$ cat config.mk
export PLATFORM = sky130hd
export DESIGN_NAME = debounced_step_counter
export DESIGN_NICKNAME = d
export VERILOG_FILES = /design/src/rtl/debounced_step_counter_pkg.sv /design/src/rtl/debounced_step_counter_btn_debouncer.sv /design/src/rtl/debounced_step_counter.sv
export SDC_FILE = /design/constraint.sdc
export NUM_CORES = 1
export LEC_CHECK = 0
export ABC_AREA = 1
export BUFFER_PORTS_ARGS = -buffer_cell sky130_fd_sc_hd__buf_2
export CAP_MARGIN = 20
export CORE_AREA = 5 5 57 59
export CTS_BUF_LIST = sky130_fd_sc_hd__clkbuf_8 sky130_fd_sc_hd__clkbuf_16
export DETAILED_ROUTE_END_ITERATION = 6
export DIE_AREA = 0 0 62 64
export MAX_ROUTING_LAYER = met4
export PLACE_DENSITY_LB_ADDON = 0.1
export SLEW_MARGIN = 30
export SYNTH_ARGS = -nofsm -noshare
export SYNTH_HDL_FRONTEND = slang
export SYNTH_SLANG_ARGS = --single-unit
$ cat constraint.sdc
create_clock -name io_in -period 1.5 [get_ports io_in]
set_clock_uncertainty 0.1 [all_clocks]
set_input_delay 0.45 -clock io_in [delete_from_list [all_inputs] [get_ports io_in]]
set_output_delay 0.45 -clock io_in [all_outputs]
set_load 0.005 [all_outputs]
$ cat src/rtl/debounced_step_counter_pkg.sv
// Shared definitions for the debounced step counter.
// Holds the debounce FSM state encoding and the bit positions of the
// 8-bit io bus so the top and the debouncer agree on one map.
package debounced_step_counter_pkg;

  // The two stable states differ from their pending states in bit 0,
  // and bit 1 follows the debounced level.
  typedef enum logic [1:0] {
    STABLE_LO = 2'b00,
    PEND_HI   = 2'b01,
    STABLE_HI = 2'b11,
    PEND_LO   = 2'b10
  } db_state_e;

  localparam int CLK_BIT   = 0;
  localparam int RST_BIT   = 1;
  localparam int STEP_BIT  = 2;
  localparam int DIR_BIT   = 3;
  localparam int LOAD_BIT  = 4;
  localparam int LDVAL_LSB = 5;
  localparam int LDVAL_W   = 3;

endpackage

$ cat src/rtl/debounced_step_counter_btn_debouncer.sv
// Push-button debouncer: 2-flop synchronizer followed by a four-state
// debounce FSM with a run-length counter.
// Ports:
//   i_clk        rising-edge clock
//   i_rst        async active-high reset
//   i_btn        raw, asynchronous, bouncy button
//   o_db_level   debounced button level (registered)
//   o_rise_pulse high in the cycle whose closing edge enters STABLE_HI;
//                decoded from flops only, lets the parent act on that edge
//   o_busy       registered, high while a level change is pending
module debounced_step_counter_btn_debouncer
  import debounced_step_counter_pkg::*;
#(
  parameter int DB_CYCLES = 4
) (
  input  logic i_clk,
  input  logic i_rst,
  input  logic i_btn,
  output logic o_db_level,
  output logic o_rise_pulse,
  output logic o_busy
);

  localparam int             DB_W    = $clog2(DB_CYCLES);
  localparam logic [DB_W-1:0] DB_LAST = DB_W'(DB_CYCLES - 1);
  localparam logic [DB_W-1:0] DB_ONE  = DB_W'(1);

  logic             r_sync1;
  logic             r_btn_s;
  db_state_e        r_state;
  db_state_e        w_state_nxt;
  logic [DB_W-1:0]  r_db_cnt;
  logic [DB_W-1:0]  w_db_cnt_nxt;
  logic             r_db_level;
  logic             w_db_level_nxt;
  logic             w_rise;
  logic             r_busy;

  always_ff @(posedge i_clk or posedge i_rst) begin
    if (i_rst) begin
      r_sync1 <= 1'b0;
      r_btn_s <= 1'b0;
    end else begin
      r_sync1 <= i_btn;
      r_btn_s <= r_sync1;
    end
  end

  always_ff @(posedge i_clk or posedge i_rst) begin
    if (i_rst) begin
      r_state    <= STABLE_LO;
      r_db_cnt   <= '0;
      r_db_level <= 1'b0;
      r_busy     <= 1'b0;
    end else begin
      r_state    <= w_state_nxt;
      r_db_cnt   <= w_db_cnt_nxt;
      r_db_level <= w_db_level_nxt;
      r_busy     <= (w_state_nxt == PEND_HI) || (w_state_nxt == PEND_LO);
    end
  end

  // The pending states count consecutive samples at the new level; the
  // first opposite sample throws the attempt away.
  always_comb begin
    w_state_nxt    = r_state;
    w_db_cnt_nxt   = r_db_cnt;
    w_db_level_nxt = r_db_level;
    w_rise         = 1'b0;
    case (r_state)
      STABLE_LO: begin
        if (r_btn_s) begin
          w_state_nxt  = PEND_HI;
          w_db_cnt_nxt = DB_ONE;
        end
      end
      PEND_HI: begin
        if (!r_btn_s) begin
          w_state_nxt  = STABLE_LO;
          w_db_cnt_nxt = '0;
        end else if (r_db_cnt == DB_LAST) begin
          w_state_nxt    = STABLE_HI;
          w_db_cnt_nxt   = '0;
          w_db_level_nxt = 1'b1;
          w_rise         = 1'b1;
        end else begin
          w_db_cnt_nxt = r_db_cnt + DB_ONE;
        end
      end
      STABLE_HI: begin
        if (!r_btn_s) begin
          w_state_nxt  = PEND_LO;
          w_db_cnt_nxt = DB_ONE;
        end
      end
      PEND_LO: begin
        if (r_btn_s) begin
          w_state_nxt  = STABLE_HI;
          w_db_cnt_nxt = '0;
        end else if (r_db_cnt == DB_LAST) begin
          w_state_nxt    = STABLE_LO;
          w_db_cnt_nxt   = '0;
          w_db_level_nxt = 1'b0;
        end else begin
          w_db_cnt_nxt = r_db_cnt + DB_ONE;
        end
      end
      default: begin
        w_state_nxt  = STABLE_LO;
        w_db_cnt_nxt = '0;
      end
    endcase
  end

  assign o_db_level   = r_db_level;
  assign o_rise_pulse = w_rise;
  assign o_busy       = r_busy;

endmodule

$ cat src/rtl/debounced_step_counter.sv
// Debounced up/down modulo step counter with parallel load.
// A debounced button press steps the counter once; the count feeds the
// 3-bit seven-segment decoder.
// Ports (8-bit io bus):
//   io_in[0] clk, io_in[1] rst (async, active-high), io_in[2] step_btn,
//   io_in[3] dir (1 = up), io_in[4] load, io_in[7:5] load_val
//   io_out[2:0] count, io_out[3] wrap, io_out[4] db_level,
//   io_out[5] step_pulse, io_out[6] busy, io_out[7] dir_s
module debounced_step_counter
  import debounced_step_counter_pkg::*;
#(
  parameter int DB_CYCLES = 4,
  parameter int CNT_W     = 3,
  parameter int MODULO    = 8
) (
  input  logic [7:0] io_in,
  output logic [7:0] io_out
);

  localparam logic [CNT_W-1:0]   CNT_MAX  = CNT_W'(MODULO - 1);
  localparam logic [CNT_W-1:0]   CNT_ONE  = CNT_W'(1);
  localparam logic [LDVAL_W:0]   LD_LIMIT = (LDVAL_W + 1)'(MODULO);

  logic               w_clk;
  logic               w_rst;
  logic               r_dir_meta;
  logic               r_dir_s;
  logic               r_load_meta;
  logic               r_load_s;
  logic [LDVAL_W-1:0] r_ldval_meta;
  logic [LDVAL_W-1:0] r_ldval_s;
  logic               w_db_level;
  logic               w_rise;
  logic               w_busy;
  logic [CNT_W-1:0]   r_count;
  logic               r_wrap;
  logic               r_step_pulse;

  assign w_clk = io_in[CLK_BIT];
  assign w_rst = io_in[RST_BIT];

  always_ff @(posedge w_clk or posedge w_rst) begin
    if (w_rst) begin
      r_dir_meta   <= 1'b0;
      r_dir_s      <= 1'b0;
      r_load_meta  <= 1'b0;
      r_load_s     <= 1'b0;
      r_ldval_meta <= '0;
      r_ldval_s    <= '0;
    end else begin
      r_dir_meta   <= io_in[DIR_BIT];
      r_dir_s      <= r_dir_meta;
      r_load_meta  <= io_in[LOAD_BIT];
      r_load_s     <= r_load_meta;
      r_ldval_meta <= io_in[LDVAL_LSB +: LDVAL_W];
      r_ldval_s    <= r_ldval_meta;
    end
  end

  debounced_step_counter_btn_debouncer #(
    .DB_CYCLES (DB_CYCLES)
  ) u_btn_debouncer (
    .i_clk        (w_clk),
    .i_rst        (w_rst),
    .i_btn        (io_in[STEP_BIT]),
    .o_db_level   (w_db_level),
    .o_rise_pulse (w_rise),
    .o_busy       (w_busy)
  );

  // Load wins over a coincident step: the count takes the load value and
  // wrap stays low, but the step pulse is still reported.
  always_ff @(posedge w_clk or posedge w_rst) begin
    if (w_rst) begin
      r_count      <= '0;
      r_wrap       <= 1'b0;
      r_step_pulse <= 1'b0;
    end else begin
      r_step_pulse <= w_rise;
      r_wrap       <= 1'b0;
      if (r_load_s) begin
        r_count <= ({1'b0, r_ldval_s} >= LD_LIMIT) ? '0 : CNT_W'(r_ldval_s);
      end else if (w_rise) begin
        if (r_dir_s) begin
          if (r_count == CNT_MAX) begin
            r_count <= '0;
            r_wrap  <= 1'b1;
          end else begin
            r_count <= r_count + CNT_ONE;
          end
        end else begin
          if (r_count == '0) begin
            r_count <= CNT_MAX;
            r_wrap  <= 1'b1;
          end else begin
            r_count <= r_count - CNT_ONE;
          end
        end
      end
    end
  end

  assign io_out = {r_dir_s, w_busy, r_step_pulse, w_db_level, r_wrap, r_count};

endmodule
# After elaboration in Yosys (flattened, before gate mapping)
# Index checks and enable logic that the tools add are counted.
dict set report totals {
  ff_bits 23
  input_bits 8
  elab_cells 69
}
dict set report op_classes {
  n_addsub 3
  n_mux 31
  eq_ne 13
  n_reduce_logical 7
}
# operator count
set ops {}
lappend ops {{2-to-1 mux 2 bit} 11}
lappend ops {{case mux 2 bit (4 select lines)} 2}
lappend ops {{2-to-1 mux 3 bit} 5}
lappend ops {{2-to-1 mux 1 bit} 12}
lappend ops {{equality test 2 bit (second input constant)} 4}
lappend ops {{!= test 2 x 1 -> 1 bit (second input constant)} 4}
lappend ops {{AND reduction 5 bit} 1}
lappend ops {{equality test 2 x 1 -> 1 bit (second input constant)} 2}
lappend ops {{!= test 2 bit (second input constant)} 2}
lappend ops {{nonzero test 2 bit} 2}
lappend ops {{adder 3 x 1 -> 3 bit (second input constant)} 1}
lappend ops {{equality test 3 bit (second input constant)} 1}
lappend ops {{logical NOT 3 bit} 1}
lappend ops {{subtractor 3 x 1 -> 3 bit (second input constant)} 1}
lappend ops {{adder 2 x 1 -> 2 bit (second input constant)} 1}
lappend ops {{logical NOT 2 bit} 1}
lappend ops {{case mux 1 bit (2 select lines)} 1}
lappend ops {{AND reduction 2 bit} 1}
lappend ops {{logical OR 1 bit} 1}

# Logic depth before layout (Yosys ltp)
dict set report logic_depth {
  word_depth 6
  depth_mapped 9
  mapped_depth_nobuf 9
}

# Modules after synthesis
# A second synthesis with hierarchy kept.
dict set report unflattened {
  hier_cells 106
  hier_area_um2 1081.0
}
# mod instances area_each_um2 cells_per_inst
set modules_own_cells {}
lappend modules_own_cells {debounced_step_counter 1 594.3 51}
lappend modules_own_cells {debounced_step_counter_btn_debouncer 1 486.7 55}

# Worst setup path before layout
# OpenSTA, ideal clock, no wires.
dict set report synth_path {
  path_type {register to register}
  startpoint {register u_btn_debouncer.r_state[1]}
  endpoint {register r_count[1]}
  setup_ns 0.122
  path_stages_with_launch 10
  required_time_ns 1.278
  path_slack_ns 0.107
  synth_period_minus_slack_ns 1.393
  t_arrival_ns 1.170
  n_path_buf 0
  cell_sequence {dfrtp_1 > inv_1 > ha_1 > nand2_2 > inv_2 > nand2_4 > nand2_4 > inv_2 > a21oi_2 > a21oi_1}
}
dict set report synth_via {
  elab_chain_cells 3
}
# element line
set synth_rtl {}
lappend synth_rtl {{start, declared} debounced_step_counter_btn_debouncer.sv:30} ;# db_state_e r_state;
lappend synth_rtl {{start signal, assigned} debounced_step_counter_btn_debouncer.sv:56} ;# r_state <= w_state_nxt;
lappend synth_rtl {{equality test 2 x 1 -> 1 bit} debounced_step_counter_btn_debouncer.sv:70} ;# case (r_state)
lappend synth_rtl {{2-to-1 mux 1 bit} debounced_step_counter_btn_debouncer.sv:70}
lappend synth_rtl {{nonzero test 2 bit (no source line)} --}
lappend synth_rtl {{end signal, assigned} debounced_step_counter.sv:82} ;# r_count <= ({1'b0, r_ldval_s} >= LD_LIMIT) ? '0 : CNT_W'(r_ldval_s);
lappend synth_rtl {{end signal, assigned} debounced_step_counter.sv:89} ;# r_count <= r_count + CNT_ONE;
lappend synth_rtl {{end signal, assigned} debounced_step_counter.sv:96} ;# r_count <= r_count - CNT_ONE;
lappend synth_rtl {{end, declared} debounced_step_counter.sv:35} ;# logic [CNT_W-1:0] r_count;
# No other way between the ends.
# A chain may end at the register's enable or synchronous reset.

# Worst setup path in the final report
dict set report layout_path {
  startpoint {register u_btn_debouncer.r_state[1]}
  endpoint {register r_count[2]}
}
# Same word-level chain as after synthesis.

==> parameters.txt <==
Parameter                              Value

Critical path
  Crit path DAT ... 1.53 ns
  Largest fanout on the critical path ... 4
  Worst-case register-to-register setup slack ... 0.02 ns
  Critical R2R Capture ... r_count[2]
  Type of the worst setup path ... flip-flop to flip-flop
  Critical path startpoint category ... flip-flop
  Worst flop-to-flop path startpoint ... u_btn_debouncer.r_state[1]
  Required time of the critical path ... 1.56 ns
  Number of cells on the worst reg-to-reg path ... 9
  Worst Setup End Kind ... flip-flop

Clock network
  Clock tree from TritonCTS ... done
  Number of hold buffers added after CTS ... 0
  Reg clk slew, reported paths ... 0.09 ns
  Worst-skew pair later-pin latency ... 0.26 ns

Floorplanning
  Initial Util ... 42.9%
  Full die area ... 0.00397 mm²
  Row count ... 19
  Boundary Pins ... 16
  Y dimension of the die ... 64 µm
  Width of the chip ... 62 µm
  Core Box Area ... 0.00266 mm²

Timing
  Final Setup Violations ... 0
  Setup TNS after final layout ... 0 ns
  Period utilisation layout ... 98.4%
  Max-slew violation total from the final report ... 0
  Smallest hold slack ... -0.335 ns
  Hold violation total from the final report ... 6
  Clock period minus final worst setup slack ... 1.48 ns
  Top achievable clock speed ... 0.678 GHz
  Slew of the pin with the lowest slew margin ... 0.339 ns
  Unrepaired setup endpoints after global routing ... true
  Max-Slew Margin vs Limit ... 77.4%

Drt
  Average wire per standard cell ... 11.3 µm
  Vias after detailed routing ... 889
  Total iterations of the first detailed-routing run ... 4
  Initial detailed-routing violation count ... 35
  Count of nets left with antenna violations after detail routing ... 0
  Post-Route WL ... 2.15 mm
  Final routed DRC violation total ... 0
  Post-DR vias/cell ... 4.68

Place
  Placed cell area ... 0.00119 mm²
  HPWL reported at the end of detailed placement ... 1.38 mm
  Routability congestion estimate ... 0.865
  Port Buf Inserts ... 8

Yosys
  Async set or reset register ratio after synthesis ... 100%
  Synth Cell Area ... 0.00114 mm²
  Most common cell in the synthesized netlist ... sky130_fd_sc_hd__dfrtp_1
  Synth cell types ... 19
  Flip-flop and latch count after synthesis ... 23
  Simple-gate share of the synthesized area ... 18.3%
  Average size of a mapped cell ... 9.51 µm²
  Post-synth EDFFs ... 0
  Dominant combinational cell family by area after synthesis ... simple AND/OR/NAND/NOR gates
  Post-synthesis net count ... 139
  Cell taking the most area after synthesis ... sky130_fd_sc_hd__dfrtp_1
  Count of yosys warnings during synthesis ... 0
  Sequential element share of the synthesized area ... 50.4%
  Proportion of netlist area held by the largest area contributor ... 50.4%
  Ranking of synthesized cells by instance count ... 23 x sky130_fd_sc_hd__dfrtp_1, 22 x sky130_fd_sc_hd__nand2_1, 15 x sky130_fd_sc_hd__inv_1, 11 x sky130_fd_sc_hd__ha_1, 8 x sky130_fd_sc_hd__a21oi_1
  Fraction of the mapped netlist area in compound gates ... 9.21%
  Fraction of synthesized area in multiplexers ... 0%
  Post-synthesis adder-cell area fraction ... 12.1%
  Top area cells in the synthesized netlist ... sky130_fd_sc_hd__dfrtp_1 50%, sky130_fd_sc_hd__ha_1 12%, sky130_fd_sc_hd__nand2_1 7.2%
  Predominant post-synthesis flop cell ... sky130_fd_sc_hd__dfrtp_1
  Gate Count Post-Synth ... 120
  Parity-gate share of the synthesized area counting xor and xnor cells ... 0.768%

Global routing
  Most Used Layer, Global Route ... met1
  Met2 usage in global routing ... 14.9%
  Pin count of the biggest net entering global routing ... 14
  Initial antenna violation count ... 0
  Sum of overflow across all layers after global routing ... 0
  Vias in the first global route ... 1076
  Met3 track utilization from global routing ... 12.1%
  Global-route usage over all layers ... 14.0%
  Met1 demand-to-capacity share in global routing ... 15.0%
  Global-route wire length before repair ... 3.97 mm

Power
  Static leakage ... 0.783 nW
  Relative contribution of sequential cells to total power ... 33.7%
  Combinational group share of total power ... 0%
  Switching Share ... 33.0%
  Relative contribution of the clock network to total power ... 66.3%
  Power density of the placed cells ... 1250 mW/mm²
  Net Switching ... 0.616 mW
  Pint ... 1.25 mW
  Worst IR drop on VDD ... 1.24 mV

Final layout
  Layout fillers ... 248
  Final net count ... 178
  Finished Core Util ... 56.2%
  Final standard cell area without fillers ... 0.00150 mm²
  Number of diodes ... 0
  Area of combinational cells with multiple inputs ... 526 µm²
  Reg area ... 577 µm²
  Synthesis-to-layout area growth ... 31.1%
  Proportion of layout cells with a drive suffix above 1 ... 31.4%

Worst hold path
  Cells on Worst Hold Path ... 0
  Worst Hold End ... u_btn_debouncer.r_sync1
  Beginning of the worst hold path ... io_in[2]
  Worst hold path class ... clock port to flip-flop

Run status
  Violations in the final reports ... hold timing
  Run status ... finished, violations left

Flow run
  Number of violations of the max-capacitance limit ... 0
==> timing repair <==
action / in CTS / in global routing
endpoints found under the setup margin: 3 / 6
buffers inserted: 0 / 5
gates cloned: 0 / 0
pin swaps: 0 / 4
resized for setup: 3 / 19
==> area by class of cell <==
cell class                      count  share of cell area [%]
Sequential cell                    23                    38.5
Multi-Input combinational cell     74                    35.1
Clock inverter                     25                    8.11
Inverter                           17                    4.43
Timing Repair Buffer               14                    5.69
Tap cell                           31                    2.59
Clock buffer                        6                    5.52
==> flip-flops by register name (all words and copies together), names as in the netlist <==
name and flops:
r_ldval_meta 3, r_count 3, u_btn_debouncer.r_btn_s 1, r_load_meta 1, r_step_pulse 1, r_load_s 1
u_btn_debouncer.r_sync1 1, r_dir_meta 1, r_wrap 1, u_btn_debouncer.r_state 2, r_dir_s 1, r_ldval_s 3
u_btn_debouncer.r_db_cnt 2, u_btn_debouncer.o_db_level 1, u_btn_debouncer.o_busy 1
==> power groups by stage <==
stage | sequential, mW | combinational (mW) | clock [mW]
floorplan | 0.645 | 0.000000212 | 0.185
global placement | 0.645 | 0.000000235 | 0.185
detailed placement | 0.645 | 0.000000235 | 0.185
CTS | 0.629 | 0.000000232 | 1.31
global route | 0.629 | 0.000000278 | 1.45
finish | 0.629 | 0.000000278 | 1.24
==> cells by family after synthesis <==
group / after synthesis
simple gates: 43
xor+xnor: 1
compound gates: 19
flops: 23
fa+ha+maj: 11
buf+inv: 23
==> critical path, stage by stage (launching register included) <==
cell and delay (ns):
sky130_fd_sc_hd__dfrtp_1 0.44, sky130_fd_sc_hd__inv_2 0.14, sky130_fd_sc_hd__ha_4 0.17, sky130_fd_sc_hd__nand2_4 0.07, sky130_fd_sc_hd__inv_4 0.08, sky130_fd_sc_hd__nand2_4 0.06, sky130_fd_sc_hd__nand2_4 0.08, sky130_fd_sc_hd__inv_2 0.04
sky130_fd_sc_hd__a21oi_2 0.12, sky130_fd_sc_hd__a21oi_2 0.06
==> per-layer routing <==
layer  wire length [µm]  up-vias
met3                175       10
met1                964      397
met5                  0        -
met4                 49        0
li1                   -      455
met2                957       27
==> worst max-delay path by stage <==
stage | slack, ns | cells past startpoint | start | end
after floorplan | 0.11 | 9 | u_btn_debouncer.r_state[1] | r_count[1]
after global placement | -0.04 | 9 | u_btn_debouncer.r_state[1] | r_count[2]
after detailed placement | -0.03 | 9 | u_btn_debouncer.r_state[1] | r_count[2]
after CTS | 0.002 | 8 | u_btn_debouncer.r_state[0] | u_btn_debouncer.o_busy
after global routing | -0.07 | 7 | u_btn_debouncer.r_state[0] | u_btn_debouncer.o_db_level
final | 0.02 | 9 | u_btn_debouncer.r_state[1] | r_count[2]
==> through the flow <==
stage	power [mW]	instances	setup WS (ns)
finish	1.87	190	0.0247
global route	2.08	190	-0.0679
CTS	1.94	185	0.00230
detailed placement	0.830	155	-0.0316
global placement	0.830	155	-0.0447
floorplan	0.830	120	0.107
==> cell usage in the layout (no fill, tap or decap), drive strengths merged <==
cell,count
a21oi,10
ha,11
nand3,6
nand2,28
inv,40
o21ai,8
clkbuf,6
nor3,2
bufinv,1
nand4,1
clkinv,1
nor2,6
dfrtp,23
a21boi,1
xnor2,1
buf,14
Power figures use the tool's default switching activity.
